## config.mk

```make
export PLATFORM = sky130hd
export DESIGN_NAME = alu_cmd_parser
export DESIGN_NICKNAME = d
export VERILOG_FILES = /design/src/rtl/alu_cmd_parser.sv
export SDC_FILE = /design/constraint.sdc
export NUM_CORES = 1
export LEC_CHECK = 0
export BUFFER_PORTS_ARGS = -buffer_cell sky130_fd_sc_hd__clkbuf_2
export CAP_MARGIN = 20
export CORE_MARGIN = 5
export CORE_UTILIZATION = 51
export CTS_CLUSTER_SIZE = 28
export DETAILED_ROUTE_END_ITERATION = 8
export PLACE_DENSITY = 0.71
export SLEW_MARGIN = 20
export SYNTH_ARGS = -nofsm -noshare
export SYNTH_HDL_FRONTEND = slang
export SYNTH_SLANG_ARGS = --single-unit
```

## constraint.sdc

```tcl
create_clock -name clk -period 1.7 [get_ports clk]
set_input_delay 0.17 -clock clk [delete_from_list [all_inputs] [get_ports clk]]
set_output_delay 0.17 -clock clk [all_outputs]
set_load 0.02 [all_outputs]
```

## src/rtl/alu_cmd_parser.sv

```systemverilog
// alu_cmd_parser: frames SYNC/OPC/A/B/CHK byte packets from the UART into ALU commands
// with a valid/ready handoff and a one-cycle error strobe for bad, stalled or overrun frames.
module alu_cmd_parser #(
  parameter int          N              = 16,
  parameter logic [7:0]  SYNC_BYTE      = 8'hA5,
  parameter int          TIMEOUT_CYCLES = 1000,
  parameter int          MAX_OPCODE     = 6
) (
  input  logic         clk,
  input  logic         rst,
  input  logic [7:0]   rx_data,
  input  logic         rx_valid,
  output logic [3:0]   cmd_opcode,
  output logic [N-1:0] cmd_a,
  output logic [N-1:0] cmd_b,
  output logic         cmd_valid,
  input  logic         cmd_ready,
  output logic         busy,
  output logic         frame_err,
  output logic [1:0]   err_code
);
  localparam int NB = N / 8;
  localparam int CW = $clog2(NB + 1);
  localparam int TW = $clog2(TIMEOUT_CYCLES + 1);
  typedef enum logic [2:0] {S_IDLE, S_OPC, S_A, S_B, S_CHK, S_ISSUE} state_t;
  state_t        r_state;
  logic [3:0]    r_opc;
  logic [N-1:0]  r_a, r_b;
  logic [7:0]    r_xor;
  logic [CW-1:0] r_cnt;
  logic [TW-1:0] r_tmo;
  logic          w_opc_ok, w_last, w_in_frame, w_tmo_hit;
  assign w_opc_ok   = (rx_data[7:4] == 4'd0) && (rx_data[3:0] <= 4'(MAX_OPCODE));
  assign w_last     = r_cnt == CW'(NB - 1);
  assign w_in_frame = r_state inside {S_OPC, S_A, S_B, S_CHK};
  // A byte arriving on the expiry cycle wins over the timeout
  assign w_tmo_hit  = w_in_frame && !rx_valid && (r_tmo == TW'(TIMEOUT_CYCLES - 1));
  assign busy       = r_state != S_IDLE;
  always_ff @(posedge clk) begin
    if (rst) begin
      r_state    <= S_IDLE;
      r_opc      <= '0;
      r_a        <= '0;
      r_b        <= '0;
      r_xor      <= '0;
      r_cnt      <= '0;
      r_tmo      <= '0;
      cmd_opcode <= '0;
      cmd_a      <= '0;
      cmd_b      <= '0;
      cmd_valid  <= 1'b0;
      frame_err  <= 1'b0;
      err_code   <= '0;
    end else begin
      frame_err <= 1'b0;
      r_tmo     <= (w_in_frame && !rx_valid && !w_tmo_hit) ? r_tmo + 1'b1 : '0;
      if (w_tmo_hit) begin
        frame_err <= 1'b1;
        err_code  <= 2'd3;
        r_state   <= S_IDLE;
      end else begin
        case (r_state)
          S_IDLE: if (rx_valid && rx_data == SYNC_BYTE) begin
            r_state <= S_OPC;
            r_xor   <= '0;
            r_cnt   <= '0;
          end
          S_OPC: if (rx_valid) begin
            if (w_opc_ok) begin
              r_opc   <= rx_data[3:0];
              r_xor   <= r_xor ^ rx_data;
              r_state <= S_A;
            end else begin
              frame_err <= 1'b1;
              err_code  <= 2'd2;
              r_state   <= S_IDLE;
            end
          end
          S_A: if (rx_valid) begin
            r_a     <= N'({r_a, rx_data});
            r_xor   <= r_xor ^ rx_data;
            r_cnt   <= w_last ? '0 : r_cnt + 1'b1;
            r_state <= w_last ? S_B : S_A;
          end
          S_B: if (rx_valid) begin
            r_b     <= N'({r_b, rx_data});
            r_xor   <= r_xor ^ rx_data;
            r_cnt   <= w_last ? '0 : r_cnt + 1'b1;
            r_state <= w_last ? S_CHK : S_B;
          end
          S_CHK: if (rx_valid) begin
            if (rx_data == r_xor) begin
              cmd_opcode <= r_opc;
              cmd_a      <= r_a;
              cmd_b      <= r_b;
              cmd_valid  <= 1'b1;
              r_state    <= S_ISSUE;
            end else begin
              frame_err <= 1'b1;
              err_code  <= 2'd1;
              r_state   <= S_IDLE;
            end
          end
          S_ISSUE: begin
            if (rx_valid) begin
              frame_err <= 1'b1;
              err_code  <= 2'd0;
            end
            if (cmd_ready) begin
              cmd_valid <= 1'b0;
              r_state   <= S_IDLE;
            end
          end
          default: r_state <= S_IDLE;
        endcase
      end
    end
  end
endmodule

```

; Word-level counts from Yosys, hierarchy flattened
; Cells that the tools add are included.
[op_classes]
add_sub_neg = 2
mul = 0
div = 0
magnitude_cmp = 1
n_eq_ne = 23
shifts = 0
n_mux = 38
bitwise = 3
n_reduce_logical = 27
[op_table]
columns = op, n
row1 = $mux 8, 4
row2 = $mux 3, 8
row3 = $pmux 8 s3, 1
row4 = $mux 2, 10
row5 = $pmux 3 s6, 1
row6 = $reduce_and 6->1, 3
row7 = $ne 3x3->1 const B, 5
row8 = $ne 2x2->1 const B, 7
row9 = $reduce_and 4->1, 3
row10 = $add 10x1->10 const B, 1
row11 = $eq 10x10->1 const B, 1
row12 = $mux 1, 10
row13 = $eq 8x8->1, 1
row14 = $eq 8x8->1 const B, 1
row15 = $reduce_bool 4->1, 2
row16 = $xor 8x8->8, 1
row17 = $eq 3x2->1 const B, 2
row18 = $eq 3x3->1 const B, 2
row19 = $pmux 2 s3, 1
row20 = $reduce_and 3->1, 2
row21 = $reduce_bool 3->1, 2
row22 = $reduce_or 2->1, 3
row23 = $logic_and 1x1->1, 5
row24 = $reduce_and 5->1, 1
row25 = 13 further kinds, 17
[totals]
register_bits = 99
latchBits = 0
ram_bits = 0
mem_bits_ro = 0
inputBits = 12
output_inout_bits = 41
word_cells = 107
memories = 0

; Depth between registers and ports, before layout
[logic_depth]
word_depth = 8
depth_mapped = 8
mapped_depth_nobuf = 6

; Worst setup path before layout
; No wires, ideal clock.
[synth_timing]
path_type = register -> register
startpoint = reg r_xor[4]
endpoint = reg cmd_a[0]
setup_ns = 0.128
arrival_ns = 1.523
required_ns = 1.572
slack_ns = 0.050
stages_incl_launch_ff = 8
path_buffers = 2
period_less_slack_ns = 1.650
cell_sequence = dfxtp_1 xor2_1 nor4_1 nand4_1 buf_2 buf_6 mux2i_1 nor2_1
[synth_via]
elab_chain_len = 2
[synth_lines]
columns = element, line
row1 = "start, declared", 29  ; logic [7:0] r_xor;
row2 = "start signal, assigned", 71  ; r_xor <= r_xor ^ rx_data;
row3 = "start signal, assigned", 81  ; r_xor <= r_xor ^ rx_data;
row4 = "start signal, assigned", 87  ; r_xor <= r_xor ^ rx_data;
row5 = $eq 8x8->1, 92  ; if (rx_data == r_xor) begin
row6 = $reduce_and 4->1 (no source line), n/a
row7 = "end signal, assigned", 94  ; cmd_a <= r_a;
row8 = "end, declared", 14  ; output logic [N-1:0] cmd_a,
; Every way passes these cells.
; A chain may end at the register's enable or synchronous reset.

; Worst setup path in the final report
[layout_timing]
startpoint = reg r_xor[3]
endpoint = reg cmd_b[4]
[layout_via]
elab_chain_len = 2
[layout_lines]
columns = element, line
row1 = $eq 8x8->1, 92
row2 = $reduce_and 4->1 (no source line), n/a
row3 = "end signal, assigned", 95  ; cmd_b <= r_b;
row4 = "end, declared", 15  ; output logic [N-1:0] cmd_b,
; Every way passes these cells.

==> results by group <==
Detailed routing
  • Routed via count: ~3,400
  • Vias per cell: 5.32
  • Routed wire length: between 9 and 10 mm
  • DR iter-0 viols: 214
  • DRC violations left: 0
  • Pre-Repair DR Iteration Count: 5
  • Wire per inst: 14.5 um
  • Antenna viol nets, final: 0

Job
  • Max cap viols: 0

Clock tree
  • H-tree depth: 3
  • CTS tree: yes
  • Clock slew at reported path FFs: 100 ps
  • Worst skew pair latency: 370 ps
  • CTS Buffer Depth: 2
  • Root Buffer: clkbuf_8
  • Num CTS Buffers: 9
  • Num Clock Sinks: 99

Synthesis
  • Register area share after synthesis: 0.489
  • Synth Instances: 460
  • Count leader, synth: dfxtp_1
  • Post-Syn Area: around 4100 um^2
  • Top cells by count, synth: 99 x dfxtp_1, 72 x nand2_1, 67 x nor2_1, 41 x mux2i_1, 39 x a21oi_1
  • Synthesized area per cell: 8.82 um^2
  • Number of synthesized register bits: a little under 100
  • Top cells by area, synth: dfxtp_1 49%, mux2i_1 10%, nand2_1 6.7%, nor2_1 6.2%, a21oi_1 4.8%
  • Net count after synthesis: 473
  • Share of Yosys cell area claimed by the top area cell type: 0.489
  • Async set or reset register ratio after synthesis: 0
  • Synth area leader: dfxtp_1
  • Post-synth EDFFs: 0
  • Yosys cell types: 49
  • Warnings from Yosys: 0
  • Leading register cell type out of synthesis: dfxtp_1

Cells and area
  • Area delta synth->final: 19.9%
  • Share of layout cells above drive strength 1: 0.230
  • # nets final: 539
  • Fill cells: 659
  • Fin cells: 633
  • Antenna cells: 0

Timing
  • Post-layout min period: between 1500 and 2000 ps
  • Setup TNS: -4520 ps
  • Final setup fails: 36
  • Slew margin rel.: 0.715
  • Final period util: 1.09
  • RSZ-0062 raised after global routing: yes
  • Setup slack after layout: -157 ps
  • Hold Vio Cnt, Final: 0
  • FMAX: 0.539 GHz
  • Setup Skew: 16.0 ps
  • Max Slew Vio Count: 0
  • Worst-Margin Slew: 427 ps

Worst setup path
  • Crit path arrival time: 2100 ps
  • CP Launch Type: flip-flop
  • CP required: about 1900 ps
  • Crit-path max FO: 9
  • Kind of critical path: flip-flop to flip-flop
  • CP endpoint kind: flip-flop

Global route
  • First-pass GRT wire length: 14.9 mm
  • Largest net degree at the start of global routing: 45
  • GRT Total Usage: 0.184
  • Aggregate global routing overflow: 0
  • Initial antenna violation count: 0
  • Vias in the first global route: 3,218

Floorplan
  • # IOs: 53
  • Die height: 99.2 um
  • Row count: 32
  • Die area: 9840 um^2
  • Core ar.: 7730 um^2
  • Initial core utilization: 0.525
  • Chip width: 99.2 um

Pwr
  • P_int: 3120 uW
  • Sw Pwr: slightly below 1000 uW
  • VDD IR max: 474 uV
  • Switching portion of total power: 0.237
  • Logic pwr share: 0.036
  • PwrDens: 840 nW/um^2
  • Pleak: 0.00221 uW
  • Flop pwr share: 0.567
  • Total power draw: 4090 uW
  • Clock power share: 0.397

Run status
  • Failing checks: negative setup slack
  • Status: complete, but fails checks

Place
  • Gpl congestion: 0.861
  • Port buffer count: 52
  • Cell Count Post-Placement: 609
  • HPWL after detailed placement: 6.01 mm

Min path
  • Worst hold path class: primary input to flip-flop
registers in the layout (all words and copies together), names as in the netlist, 2 cells and up:
signal      cells
cmd_a          16
cmd_b          16
cmd_opcode      4
err_code        2
r_a            16
r_b            16
r_cnt           2
r_opc           4
r_state         3
r_tmo          10
r_xor           8
per-stage QoR:
step,utilization,hold slack [ps],setup WS (ps),area (um^2)
final,0.629,132,-157,4860
after global routing,0.629,142,-195,4860
after CTS,0.622,120,-79.0,4810
after floorplan,-,306,49.9,4060
after detailed placement,0.582,438,-96.6,4500
after global placement,0.582,426,-44.4,4500
logic make-up (layout without fill, tap and decap cells):
| family | after synthesis | count (layout) | synth area share |
|---|---|---|---|
| buffers and inverters | 38 | 109 | 0.0518 |
| muxes | 41 | 41 | 0.101 |
| DFF | 99 | 99 | 0.489 |
| and+or+nand+nor | 193 | 193 | 0.220 |
| AOI/OAI and AO/OA | 72 | 72 | 0.101 |
| xor gates and xnor gates | 16 | 16 | 0.0345 |
| adders and majority gates | 1 | 1 | 0.00308 |
metal layers:
layer,share of wire,vias to the layer above,track usage
li1,-,1669,-
met1,0.47,1606,0.245
met2,0.47,81,0.298
met3,0.046,12,0.0414
met4,0.016,0,0.0599
met5,0,-,0
critical path, stage by stage, from the launching register on:
cell and delay [ps]:
dfxtp_2 350, xor2_1 170, nor4_2 320, buf_4 180, nand4_1 140, buf_4 200
clkbuf_16 170, mux2i_1 160, nor2_1 60
what timing repair did:
| action | in CTS | in global routing |
|---|---|---|
| setup endpoints to repair | 40 | 50 |
| buffers inserted | 3 | 3 |
| gates resized for setup | 5 | 8 |
| pin swaps | 0 | 2 |
| gates cloned | 2 | 1 |
| hold buffers | 0 | 0 |
worst paths after layout:
check | start | to | slack, ps | cells past startpoint
worst max-delay path | r_xor[3] | cmd_b[4] | -160 | 8
worst max register to register | r_xor[3] | cmd_b[4] | -160 | 8
worst min-delay path | rx_data[2] | r_a[2] | 130 | 3
worst min register to register | err_code[1] | err_code[1] | 450 | 2
area by class of cell:
cell class,count,area (um^2),share of cell area
Sequential cell,99,1990,0.409
Clock inverter,6,82.6,0.0170
Multi-Input combinational cell,323,1880,0.387
Clock buffer,10,138,0.0283
Tap cell,102,128,0.0262
Inverter,5,18.8,0.00386
Timing Repair Buffer,88,626,0.129
cell usage in the layout (no fill, tap or decap), types with 2 or more instances in the layout:
cell       n
nor3_1     6
xnor2_1    3
or2b_1     2
nor4_2     2
mux2i_1   41
a22oi_1    2
nand2b_1   7
buf_16     2
clkbuf_8  10
inv_1      5
nor2_1    67
clkbuf_2  52
nor3b_1    2
dfxtp_1   95
o21ai_0   16
buf_4     30
nand3_1    7
and3_1     6
a21oi_1   39
nand4_1    5
o21ai_1    5
buf_12     3
nand2_1   72
xor2_1    13
dfxtp_2    4
or3_1      4
power by group through the flow:
stage | registers (uW) | clock network (uW) | logic, uW
2_1_floorplan | 2370 | 0 | 82.7
3_3_place_gp | 2370 | 0 | 138
3_5_place_dp | 2370 | 0 | 139
4_1_cts | 2320 | 1640 | 141
5_1_grt | 2320 | 1750 | 157
6_report | 2320 | 1620 | 146
No activity file was read; power rests on OpenSTA's default activity.
